### src/rtl/link_peer_if.sv
// Link-cable pin and host-side handshake bundle for the link_peer far-end model.
// The slave modport is the peer's view; the master modport is the environment driving it.
interface link_peer_if;
    logic       sck_in;
    logic       sout;
    logic       sin;
    logic       sck_out;
    logic       sck_oe;
    logic [7:0] tx_data;
    logic       tx_valid;
    logic       tx_ready;
    logic [7:0] rx_data;
    logic       rx_valid;
    logic       busy;
    logic       start;
    logic       timeout_err;

    modport slave (
        input  sck_in, sout, tx_data, tx_valid, start,
        output sin, sck_out, sck_oe, tx_ready, rx_data, rx_valid, busy, timeout_err
    );

    modport master (
        output sck_in, sout, tx_data, tx_valid, start,
        input  sin, sck_out, sck_oe, tx_ready, rx_data, rx_valid, busy, timeout_err
    );
endinterface

### src/rtl/link_peer.sv
// Far end of the DMG link-cable serial port: shifts bytes MSB first against SCK.
// Define LINK_PEER_MASTER_EN to build the optional clock-master (sck_out) generator.
module link_peer #(
    parameter int HALF_PERIOD = 256,
    parameter int TIMEOUT     = 4096
) (
    input  logic         clk,
    input  logic         nreset,
    link_peer_if.slave   bus
);
    localparam int TW = $clog2(TIMEOUT + 1);

    typedef enum logic {S_IDLE, S_SHIFT} state_t;

    state_t        state_q;
    logic          sck_s1_q, sck_s2_q, sck_prev_q;
    logic          edge_fall, edge_rise;
    logic          tx_full_q, tx_full_d;
    logic [7:0]    tx_buf_q;
    logic [7:0]    tx_sr_q;
    logic [7:0]    rx_sr_q;
    logic [7:0]    rx_data_q;
    logic [7:0]    load_byte;
    logic [2:0]    bit_cnt_q;
    logic [TW-1:0] to_cnt_q;
    logic          sin_q, busy_q, rx_valid_q, timeout_err_q;
    logic          accept, byte_start, consume, shift_tx, shift_rx;

    always_ff @(posedge clk or negedge nreset) begin
        if (!nreset) begin
            sck_s1_q   <= 1'b1;
            sck_s2_q   <= 1'b1;
            sck_prev_q <= 1'b1;
        end else begin
            sck_s1_q   <= bus.sck_in;
            sck_s2_q   <= sck_s1_q;
            sck_prev_q <= sck_s2_q;
        end
    end

`ifdef LINK_PEER_MASTER_EN
    localparam int HW = $clog2(HALF_PERIOD + 1);

    typedef enum logic [1:0] {M_IDLE, M_LOW, M_HIGH} mstate_t;

    mstate_t       mstate_q;
    logic [HW-1:0] hcnt_q;
    logic [2:0]    pcnt_q;
    logic          sck_out_q, sck_oe_q, msck_prev_q;
    logic          start_ok;

    assign start_ok = bus.start && (state_q == S_IDLE) && (mstate_q == M_IDLE);

    always_ff @(posedge clk or negedge nreset) begin
        if (!nreset) begin
            mstate_q    <= M_IDLE;
            hcnt_q      <= '0;
            pcnt_q      <= '0;
            sck_out_q   <= 1'b1;
            sck_oe_q    <= 1'b0;
            msck_prev_q <= 1'b1;
        end else begin
            msck_prev_q <= sck_out_q;
            case (mstate_q)
                M_IDLE: begin
                    if (start_ok) begin
                        sck_oe_q  <= 1'b1;
                        sck_out_q <= 1'b0;
                        hcnt_q    <= '0;
                        pcnt_q    <= '0;
                        mstate_q  <= M_LOW;
                    end
                end
                M_LOW: begin
                    if (hcnt_q == HW'(HALF_PERIOD - 1)) begin
                        sck_out_q <= 1'b1;
                        hcnt_q    <= '0;
                        mstate_q  <= M_HIGH;
                    end else begin
                        hcnt_q <= hcnt_q + HW'(1);
                    end
                end
                M_HIGH: begin
                    // The eighth rising edge ends the byte; release the net on the next clk.
                    if (pcnt_q == 3'd7) begin
                        sck_oe_q <= 1'b0;
                        mstate_q <= M_IDLE;
                    end else if (hcnt_q == HW'(HALF_PERIOD - 1)) begin
                        sck_out_q <= 1'b0;
                        hcnt_q    <= '0;
                        pcnt_q    <= pcnt_q + 3'd1;
                        mstate_q  <= M_LOW;
                    end else begin
                        hcnt_q <= hcnt_q + HW'(1);
                    end
                end
                default: mstate_q <= M_IDLE;
            endcase
        end
    end

    assign edge_fall   = sck_oe_q ? (msck_prev_q & ~sck_out_q) : (sck_prev_q & ~sck_s2_q);
    assign edge_rise   = sck_oe_q ? (~msck_prev_q & sck_out_q) : (~sck_prev_q & sck_s2_q);
    assign bus.sck_out = sck_out_q;
    assign bus.sck_oe  = sck_oe_q;
`else
    logic unused_cfg;

    assign unused_cfg  = bus.start | (HALF_PERIOD == 0);
    assign edge_fall   = sck_prev_q & ~sck_s2_q;
    assign edge_rise   = ~sck_prev_q & sck_s2_q;
    assign bus.sck_out = 1'b1;
    assign bus.sck_oe  = 1'b0;
`endif

    // A start in the same cycle as an accept still sees the old buffer state.
    assign accept     = bus.tx_valid && !tx_full_q;
    assign byte_start = (state_q == S_IDLE) && edge_fall;
    assign consume    = byte_start && tx_full_q;
    assign load_byte  = tx_full_q ? tx_buf_q : 8'hFF;
    assign shift_rx   = (state_q == S_SHIFT) && edge_rise;
    assign shift_tx   = (state_q == S_SHIFT) && edge_fall && !edge_rise;

    always_comb begin
        tx_full_d = tx_full_q;
        if (accept) begin
            tx_full_d = 1'b1;
        end else if (consume) begin
            tx_full_d = 1'b0;
        end
    end

    always_ff @(posedge clk) begin
        if (accept) begin
            tx_buf_q <= bus.tx_data;
        end
        if (byte_start) begin
            tx_sr_q <= {load_byte[6:0], 1'b0};
        end else if (shift_tx) begin
            tx_sr_q <= {tx_sr_q[6:0], 1'b0};
        end
        if (shift_rx) begin
            rx_sr_q <= {rx_sr_q[6:0], bus.sout};
        end
    end

    always_ff @(posedge clk or negedge nreset) begin
        if (!nreset) begin
            state_q       <= S_IDLE;
            tx_full_q     <= 1'b0;
            bit_cnt_q     <= '0;
            to_cnt_q      <= '0;
            sin_q         <= 1'b1;
            busy_q        <= 1'b0;
            rx_data_q     <= 8'h00;
            rx_valid_q    <= 1'b0;
            timeout_err_q <= 1'b0;
        end else begin
            tx_full_q     <= tx_full_d;
            rx_valid_q    <= 1'b0;
            timeout_err_q <= 1'b0;
            case (state_q)
                S_IDLE: begin
                    if (edge_fall) begin
                        sin_q     <= load_byte[7];
                        bit_cnt_q <= '0;
                        to_cnt_q  <= '0;
                        busy_q    <= 1'b1;
                        state_q   <= S_SHIFT;
                    end
                end
                S_SHIFT: begin
                    if (edge_rise) begin
                        to_cnt_q  <= '0;
                        bit_cnt_q <= bit_cnt_q + 3'd1;
                        if (bit_cnt_q == 3'd7) begin
                            rx_data_q  <= {rx_sr_q[6:0], bus.sout};
                            rx_valid_q <= 1'b1;
                            busy_q     <= 1'b0;
                            state_q    <= S_IDLE;
                        end
                    end else if (edge_fall) begin
                        to_cnt_q <= '0;
                        sin_q    <= tx_sr_q[7];
                    end else if (to_cnt_q == TW'(TIMEOUT - 1)) begin
                        // Stalled mid-byte: drop the partial byte, keep the last good rx_data.
                        to_cnt_q      <= '0;
                        bit_cnt_q     <= '0;
                        busy_q        <= 1'b0;
                        timeout_err_q <= 1'b1;
                        state_q       <= S_IDLE;
                    end else begin
                        to_cnt_q <= to_cnt_q + TW'(1);
                    end
                end
                default: state_q <= S_IDLE;
            endcase
        end
    end

    assign bus.sin         = sin_q;
    assign bus.tx_ready    = ~tx_full_q;
    assign bus.rx_data     = rx_data_q;
    assign bus.rx_valid    = rx_valid_q;
    assign bus.busy        = busy_q;
    assign bus.timeout_err = timeout_err_q;
endmodule

### src/flat_wrapper.sv
// flat-port wrapper written by rule: the top's interface ports become plain ports
module link_peer_flat 
#(
    parameter int HALF_PERIOD = 256,
    parameter int TIMEOUT     = 4096
)
  (clk, nreset, bus_sck_in, bus_sout, bus_tx_data, bus_tx_valid, bus_start, bus_sin, bus_sck_out, bus_sck_oe, bus_tx_ready, bus_rx_data, bus_rx_valid, bus_busy, bus_timeout_err);
  link_peer_if bus_i ();
  input  logic clk;
  input  logic nreset;
  input wire logic [$bits(bus_i.sck_in)-1:0] bus_sck_in;
  input wire logic [$bits(bus_i.sout)-1:0] bus_sout;
  input wire logic [$bits(bus_i.tx_data)-1:0] bus_tx_data;
  input wire logic [$bits(bus_i.tx_valid)-1:0] bus_tx_valid;
  input wire logic [$bits(bus_i.start)-1:0] bus_start;
  output wire logic [$bits(bus_i.sin)-1:0] bus_sin;
  output wire logic [$bits(bus_i.sck_out)-1:0] bus_sck_out;
  output wire logic [$bits(bus_i.sck_oe)-1:0] bus_sck_oe;
  output wire logic [$bits(bus_i.tx_ready)-1:0] bus_tx_ready;
  output wire logic [$bits(bus_i.rx_data)-1:0] bus_rx_data;
  output wire logic [$bits(bus_i.rx_valid)-1:0] bus_rx_valid;
  output wire logic [$bits(bus_i.busy)-1:0] bus_busy;
  output wire logic [$bits(bus_i.timeout_err)-1:0] bus_timeout_err;
  assign bus_i.sck_in = bus_sck_in;
  assign bus_i.sout = bus_sout;
  assign bus_i.tx_data = bus_tx_data;
  assign bus_i.tx_valid = bus_tx_valid;
  assign bus_i.start = bus_start;
  assign bus_sin = bus_i.sin;
  assign bus_sck_out = bus_i.sck_out;
  assign bus_sck_oe = bus_i.sck_oe;
  assign bus_tx_ready = bus_i.tx_ready;
  assign bus_rx_data = bus_i.rx_data;
  assign bus_rx_valid = bus_i.rx_valid;
  assign bus_busy = bus_i.busy;
  assign bus_timeout_err = bus_i.timeout_err;
  link_peer #(.HALF_PERIOD(HALF_PERIOD), .TIMEOUT(TIMEOUT)) u_core (.clk(clk), .nreset(nreset), .bus(bus_i));
endmodule
### config.mk
export PLATFORM = sky130hd
export DESIGN_NAME = link_peer_flat
export DESIGN_NICKNAME = d
export VERILOG_FILES = /design/src/rtl/link_peer_if.sv /design/src/rtl/link_peer.sv /design/src/flat_wrapper.sv
export SDC_FILE = /design/constraint.sdc
export NUM_CORES = 1
export LEC_CHECK = 0
export ABC_AREA = 1
export BUFFER_PORTS_ARGS = -buffer_cell sky130_fd_sc_hd__buf_2
export CAP_MARGIN = 20
export CORE_UTILIZATION = 55
export CTS_BUF_LIST = sky130_fd_sc_hd__clkbuf_8
export DETAILED_ROUTE_END_ITERATION = 10
export GPL_TIMING_DRIVEN = 0
export PLACE_DENSITY = 0.76
export SETUP_SLACK_MARGIN = 0.5
export SYNTH_ARGS = -nofsm -noshare
export SYNTH_HDL_FRONTEND = slang
export SYNTH_SLANG_ARGS = --single-unit
### constraint.sdc
create_clock -name clk -period 2 [get_ports clk]
set_input_delay 0.2 -clock clk [delete_from_list [all_inputs] [get_ports clk]]
set_output_delay 0.2 -clock clk [all_outputs]
set_load 0.01 [all_outputs]
==> results.yml, run 1 <==
final_layout:
  nFillCells: 304
  final_net_count: 296
  drive_above_1_share_pct: 28.6
  ant_cells: 0
  layout_common_cells: "74 x sky130_fd_sc_hd__nand2_1, 29 x sky130_fd_sc_hd__dfrtp_1, 25 x sky130_fd_sc_hd__buf_2"
  layout_commonest_cell: "sky130_fd_sc_hd__nand2_1"
  post-route-cell-area_sq_um: 2800
  layout-area-overhead-vs-synth_pct: 19.0
global_route:
  track_usage_pct: 19.8
  antenna_violations_before_repair: 0
  first_global_vias: 1541
  grt_pass1_wl_mm: 6.48
  pin_count_of_the_biggest_net_entering_global_routing: 34
  global_route.overflow_total: 0
worst_setup_path:
  end_kind: "flip-flop"
  r2r.worst_path.cells: 7
  critical_path_peak_fanout: 6
  worst_path_dominant_cell_family: "simple AND/OR/NAND/NOR gates"
  worstPathCellList: "ha_4 -> nand2_2 -> nor2_4 -> nand4_4 -> nand2_4 -> buf_12 -> o22ai_1"
  cp-start-kind: "flip-flop"
  r2r-start: "u_core.to_cnt_q[1]"
  path_buf_inv: 1
  r2r-end: "u_core.to_cnt_q[2]"
  cp.arrival_ns: 1.62
  r2r_setup_slack_ns: 0.57
  cp_data_required_time_ns: 2.19
  cp_slowest_cell: "sky130_fd_sc_hd__dfrtp_1"
  cpPeakStageDelay_ns: 0.43
  worstSetupPathType: "flip-flop to flip-flop"
placed_design:
  port_buffers: 25
  gp_congestion: 0.792
  hpwl_mm: 2.60
  detailed_place.area_sq_um: 2540
logic_synthesis:
  ys_seq_elements: 55
  postSynthNetCount: 248
  synth.avg_cell_area_sq_um: 10.2
  yosys_warnings: 0
  syn-instance-count: 231
  cell_area_after_synthesis_sq_um: 2350
  synth.lib_cells_used.distinct: 29
  synth.yosys.seq_area_share_pct: 63.4
detailed_routing:
  drt-initial-drc-count: 94
  detail_route.wirelength_mm: 3.94
  first_pass_iters: 4
  avgRoutedWirePerCell_um: 11.9
  dr_total_vias: 1619
  drc: 0
  post_drt_via_cell_ratio: 4.91
  detail-route-antenna-nets: 0
power_and_ir_drop:
  cellLeakagePower_nw: 1.30
  worst_ir_drop_vdd_v: 0.000606
  power_per_cell_area_nw_per_um2: 829
  post-layout-total-power_mw: 2.32
cts:
  max-clock-path-buffers: 2
  h_tree_level_count: 2
  clock_tree_from_tritoncts: "built"
  cts_sinks: 55
  cts_made_buffers: 5
  insertion_delay_ns: 0.30
  cell_chosen_for_the_clock_root: "sky130_fd_sc_hd__clkbuf_8"
  worst_setup_hold_path_clk_slew_ns: 0.09
sta:
  worst_slew_margin_rel_pct: 51.4
  hold_viol: 0
  max_freq_mhz: 698
  final-setup-viol-count: 0
  layout_min_cycle_time_ns: 1.43
  timing_max_transition_violations_final: 0
  rsz0062_at_grt: "true"
  final_period_util_pct: 71.7
  totalNegativeSetupSlack_ns: 0
  worst_slew_pin_slew_ns: 0.730
  final.setup_skew_ns: 0.00648
hold_path:
  worstHoldEndpoint: "u_core.tx_buf_q[5]"
  min_delay_path_depth: 1
  min-delay-start: "bus_tx_data[5]"
  worst_hold_path_type: "input port to flip-flop"
outcome:
  status: "finished clean"
floorplan:
  floorplan.io_pins: 29
  die_h_um: 67.4
  design.die.area_sq_um: 4540
  starting_density_of_the_core_pct: 58.0
  chip_width_um: 67.4
  placement_rows: 23
  core_sq_um: 4060
flow_run:
  drv.max_cap_violation_count: 0
power breakdown:
part	total (mW)	internal [mW]	switching, mW
Clock	0.621	0.279	0.342
Sequential	1.34	1.28	0.0624
Combinational	0.358	0.163	0.195
cells in the mapped netlist:
library cell                n  area share [%]
sky130_fd_sc_hd__nand2_1   75              12
sky130_fd_sc_hd__dfrtp_1   29              31
sky130_fd_sc_hd__edfxtp_1  22              28
sky130_fd_sc_hd__nor2_1    16             2.6
sky130_fd_sc_hd__inv_1     12             1.9
sky130_fd_sc_hd__nand3_1   10             2.1
sky130_fd_sc_hd__o21ai_1   10             2.1
sky130_fd_sc_hd__inv_2      8             1.3
sky130_fd_sc_hd__nand2_2    6             1.6
sky130_fd_sc_hd__nor2_4     5             2.4
sky130_fd_sc_hd__o22ai_1    5             1.3
sky130_fd_sc_hd__dfstp_2    4             4.5
sky130_fd_sc_hd__ha_1       3             1.6
sky130_fd_sc_hd__nor2_2     3            0.80
sky130_fd_sc_hd__nor3_1     3            0.64
sky130_fd_sc_hd__o21ai_0    3            0.64
sky130_fd_sc_hd__a21oi_1    2            0.43
sky130_fd_sc_hd__buf_4      2            0.64
sky130_fd_sc_hd__conb_1     2            0.32
sky130_fd_sc_hd__xnor2_1    2            0.74
sky130_fd_sc_hd__clkbuf_1   1            0.16
sky130_fd_sc_hd__nand2_4    1            0.48
sky130_fd_sc_hd__nand3_2    1            0.43
sky130_fd_sc_hd__nand4_1    1            0.27
sky130_fd_sc_hd__nand4_4    1            0.90
sky130_fd_sc_hd__o21bai_1   1            0.32
sky130_fd_sc_hd__o221ai_1   1            0.37
sky130_fd_sc_hd__or2_1      1            0.27
sky130_fd_sc_hd__xor2_1     1            0.37
what timing repair did:
| action | CTS | global route |
|---|---|---|
| setup buffers | 6 | 8 |
| resized for setup | 2 | 6 |
| pin swaps | 2 | 3 |
| endpoints found under the setup margin | 24 | 11 |
| endpoints found under the hold margin | 30 | 0 |
| hold buffers | 2 | 0 |
worst register-to-register path: cells and delay by family, from the launching register on:
kind	cells	cell delay [ns]
fa+ha+maj	1	0.17
buf+inv	1	0.12
simple gates	4	0.53
flops	1	0.43
compound gates	1	0.07
registers in the layout (all words and copies together), names as in the netlist:
name,cells
u_core.sck_s1_q,1
u_core.tx_full_q,1
u_core.to_cnt_q,13
u_core.sck_prev_q,1
u_core.tx_buf_q,8
u_core.state_q,1
u_core.bit_cnt_q,3
u_core.bus.rx_data,8
u_core.sck_s2_q,1
u_core.rx_sr_q,7
u_core.tx_sr_q,7
u_core.bus.timeout_err,1
u_core.bus.sin,1
u_core.bus.busy,1
u_core.bus.rx_valid,1
metrics by stage:
stage | cells | util, % | worst slack [ns] | hold slack (ns)
after floorplan | 231 | - | 0.506 | -0.0956
after global placement | 306 | 62.7 | 0.310 | 0.301
after detailed placement | 306 | 62.7 | 0.293 | 0.307
after CTS | 322 | 66.8 | 0.509 | 0.0578
after global routing | 330 | 69.0 | 0.457 | 0.0559
final | 330 | 69.0 | 0.566 | 0.0675
worst max path at each step:
stage                        from             endpoint  depth (start not counted)
6_report       u_core.to_cnt_q[1]   u_core.to_cnt_q[2]                          7
5_1_grt        u_core.to_cnt_q[1]  u_core.bit_cnt_q[2]                          8
4_1_cts        u_core.to_cnt_q[1]  u_core.to_cnt_q[10]                          8
3_5_place_dp    u_core.sck_prev_q    u_core.tx_sr_q[6]                          6
3_3_place_gp    u_core.sck_prev_q    u_core.tx_sr_q[6]                          6
2_1_floorplan   u_core.sck_prev_q    u_core.tx_sr_q[6]                          6
layer usage:
metal	track usage (%)	vias up	share of wire [%]	wire [um]
li1	-	839	-	-
met5	0	-	0	0
met2	33.5	33	49	1920
met4	9.57	0	1.7	68
met1	23.5	741	46	1810
met3	4.90	6	3.5	139
layout make-up:
cell class                      count  area [sq um]  share of cell area (%)
Tap cell                           50          62.6                    2.23
Inverter                           20          77.6                    2.77
Buffer                              3          22.5                   0.804
Multi-Input combinational cell    153           788                    28.2
Clock inverter                      2          12.5                   0.447
Timing Repair Buffer               41           263                    9.38
Clock buffer                        6          82.6                    2.95
Sequential cell                    55          1490                    53.3
cells by family (layout without fill, tap and decap cells):
logic type | after synthesis | in the layout | share of synthesized area (%)
AOI/OAI and AO/OA | 22 | 22 | 5.21
xor gates and xnor gates | 3 | 3 | 1.12
adders and majority gates | 3 | 3 | 1.60
buffers and inverters | 23 | 72 | 3.99
DFF | 55 | 55 | 63.4
other | 2 | 2 | 0.319
and+or+nand+nor | 123 | 123 | 24.4
(Power assumes the default switching activity.)
==> inputs of run 2 (changes only) <==
- clock period: 2 -> 1.36 ns (I/O delays scaled with it)
==> results.yml, run 2 (synthesis results as in run 1) <==
power_and_ir_drop:
  power_report.internal_total_mw: 2.59
  power.switching_mw: 1.04
  post-layout-total-power_mw: 3.63
  power_frac_comb_pct: 20.5
  power_switching_share_pct: 28.6
  power.sequential.fraction_pct: 55.0
  power_per_cell_area_nw_per_um2: 1100
  pwr-share-clk_pct: 24.5
  worst_ir_drop_vdd_v: 0.000902
  cellLeakagePower_nw: 1.49
outcome:
  failed_checks: "negative hold slack, negative setup slack"
  status: "finished, violations left"
final_layout:
  final_net_count: 322
  max_reg_flops: 13
  nFillCells: 226
  finished_core_util_pct: 81.5
  multi_input_comb_area_sq_um: 997
  final-instance-count-excl-fill: 356
  layout_common_cells: "49 x sky130_fd_sc_hd__nand2_1, 27 x sky130_fd_sc_hd__nand2_2, 25 x sky130_fd_sc_hd__dfrtp_1"
  registers.top_by_ff_count: "u_core.to_cnt_q"
  post-route-cell-area_sq_um: 3310
  layout_commonest_cell: "sky130_fd_sc_hd__nand2_1"
  drive_above_1_share_pct: 47.7
  ant_cells: 0
  layout-area-overhead-vs-synth_pct: 40.5
  sequential_cell_area_sq_um: 1500
worst_setup_path:
  worstSetupPathType: "flip-flop to flip-flop"
  cp_slowest_cell: "sky130_fd_sc_hd__dfstp_2"
  cp-start-kind: "flip-flop"
  cp_data_required_time_ns: 1.55
  cpPeakStageDelay_ns: 0.62
  worstPathCellList: "nand2_4 -> nor2_4 -> buf_6 -> nand2_8 -> nand2_1 -> nand2_1"
  worst_path_dominant_cell_family: "flip-flops"
  critical-path-top-cell-by-count: "sky130_fd_sc_hd__nand2_1"
  end_kind: "flip-flop"
  path_buf_inv: 1
  critical_path_peak_fanout: 6
  cp.arrival_ns: 1.67
detailed_routing:
  drc: 0
  avgRoutedWirePerCell_um: 15.4
  dr_total_vias: 1866
  drt-initial-drc-count: 150
  detail-route-antenna-nets: 0
  first_pass_iters: 4
  post_drt_via_cell_ratio: 5.24
  detail_route.wirelength_mm: 5.48
cts:
  h_tree_level_count: 2
  clock_tree_from_tritoncts: "built"
  max-clock-path-buffers: 2
  cts_made_buffers: 5
  ctsHoldBuffers: 9
  insertion_delay_ns: 0.31
  cell_chosen_for_the_clock_root: "sky130_fd_sc_hd__clkbuf_8"
  worst_setup_hold_path_clk_slew_ns: 0.10
  cts_sinks: 55
floorplan:
  core_sq_um: 4060
  placement_rows: 23
  design.die.area_sq_um: 4540
  chip_width_um: 67.4
  floorplan.io_pins: 29
  die_h_um: 67.4
  starting_density_of_the_core_pct: 58.0
sta:
  totalNegativeSetupSlack_ns: -0.890
  timing_max_transition_violations_final: 0
  final_period_util_pct: 109
  timing.final.ws_setup_ns: -0.128
  final.setup_skew_ns: 0.00331
  final-setup-viol-count: 21
  max_freq_mhz: 672
  timing.hold.ws_ns: -0.128
  rsz0062_at_grt: "true"
  hold_viol: 29
  worst_slew_pin_slew_ns: 0.729
  layout_min_cycle_time_ns: 1.49
  worst_slew_margin_rel_pct: 51.4
placed_design:
  detailed_place.area_sq_um: 2570
  hpwl_mm: 2.63
  placed_cells_incl_taps: 306
  pre_cts_ws_ns: -0.287
  port_buffers: 25
  gp_congestion: 0.828
global_route:
  pin_count_of_the_biggest_net_entering_global_routing: 34
  track_usage_pct: 22.0
  global_route.overflow_total: 0
  grt_pass1_wl_mm: 7.21
  first_global_vias: 1672
  antenna_violations_before_repair: 0
hold_path:
  worst_hold_path_type: "input port to asynchronous set/reset pin"
flow_run:
  drv.max_cap_violation_count: 0
[run 2: cell types whose count changed in the layout (fill, tap and decap cells not counted), sizes merged]
cell,delta
buf,+16
dlygate4sd3,+7
clkinv,+3
nand2,+2
clkbuf,-1
inv,-1
[run 2: cell type report]
cell class / count / share of cell area (%)
plain buffers: 3 / 0.908
clock inverters: 3 / 0.492
flip-flops and latches: 55 / 45.3
repair inverters: 1 / 0.341
inverters: 20 / 3.10
repair buffers: 64 / 15.8
multi-input cells: 155 / 30.2
clock buffers: 5 / 2.08
well taps: 50 / 1.89
[run 2: worst paths after layout]
kind                            startpoint                     to  slack [ns]  cells past startpoint
setup / recovery           u_core.sck_s2_q  u_core.bus.rx_data[4]       -0.13                      6
hold / removal                      nreset     u_core.to_cnt_q[5]       -0.13                      1
min in group clk                  bus_sout      u_core.rx_sr_q[0]        0.05                      1
max in group asynchronous           nreset       u_core.tx_full_q        0.98                      1
setup reg to reg           u_core.sck_s2_q  u_core.bus.rx_data[4]       -0.13                      6
hold reg to reg            u_core.sck_s1_q        u_core.sck_s2_q        0.36                      0
[run 2: what timing repair did]
| item | 4_1_cts | 5_1_grt |
|---|---|---|
| pin swaps | 19 | 15 |
| gates cloned | 4 | 0 |
| setup endpoints to repair | 72 | 72 |
| hold endpoints to repair | 38 | 29 |
| gates resized for setup | 32 | 56 |
| setup buffers | 18 | 11 |
[run 2: power groups by stage]
stage	combinational [mW]	clock (mW)	sequential (mW)
6_report	0.743	0.889	2.00
5_1_grt	0.807	0.978	2.02
4_1_cts	0.599	0.900	1.98
3_5_place_dp	0.440	0	2.00
3_3_place_gp	0.426	0	1.99
2_1_floorplan	0.270	0	2.01
[run 2: worst reg2reg max path, delay by kind of cell, from the launching register on]
kind	cells	cell delay, ns
DFF	1	0.62
and+or+nand+nor	5	0.59
buffers and inverters	1	0.15
[run 2: routing by layer]
layer	GRT usage, %	wire length, um	vias to the layer above
li1	-	-	900
met1	28.1	2290	901
met2	35.9	2750	48
met3	4.56	200	17
met4	10.4	240	0
met5	0	0	-
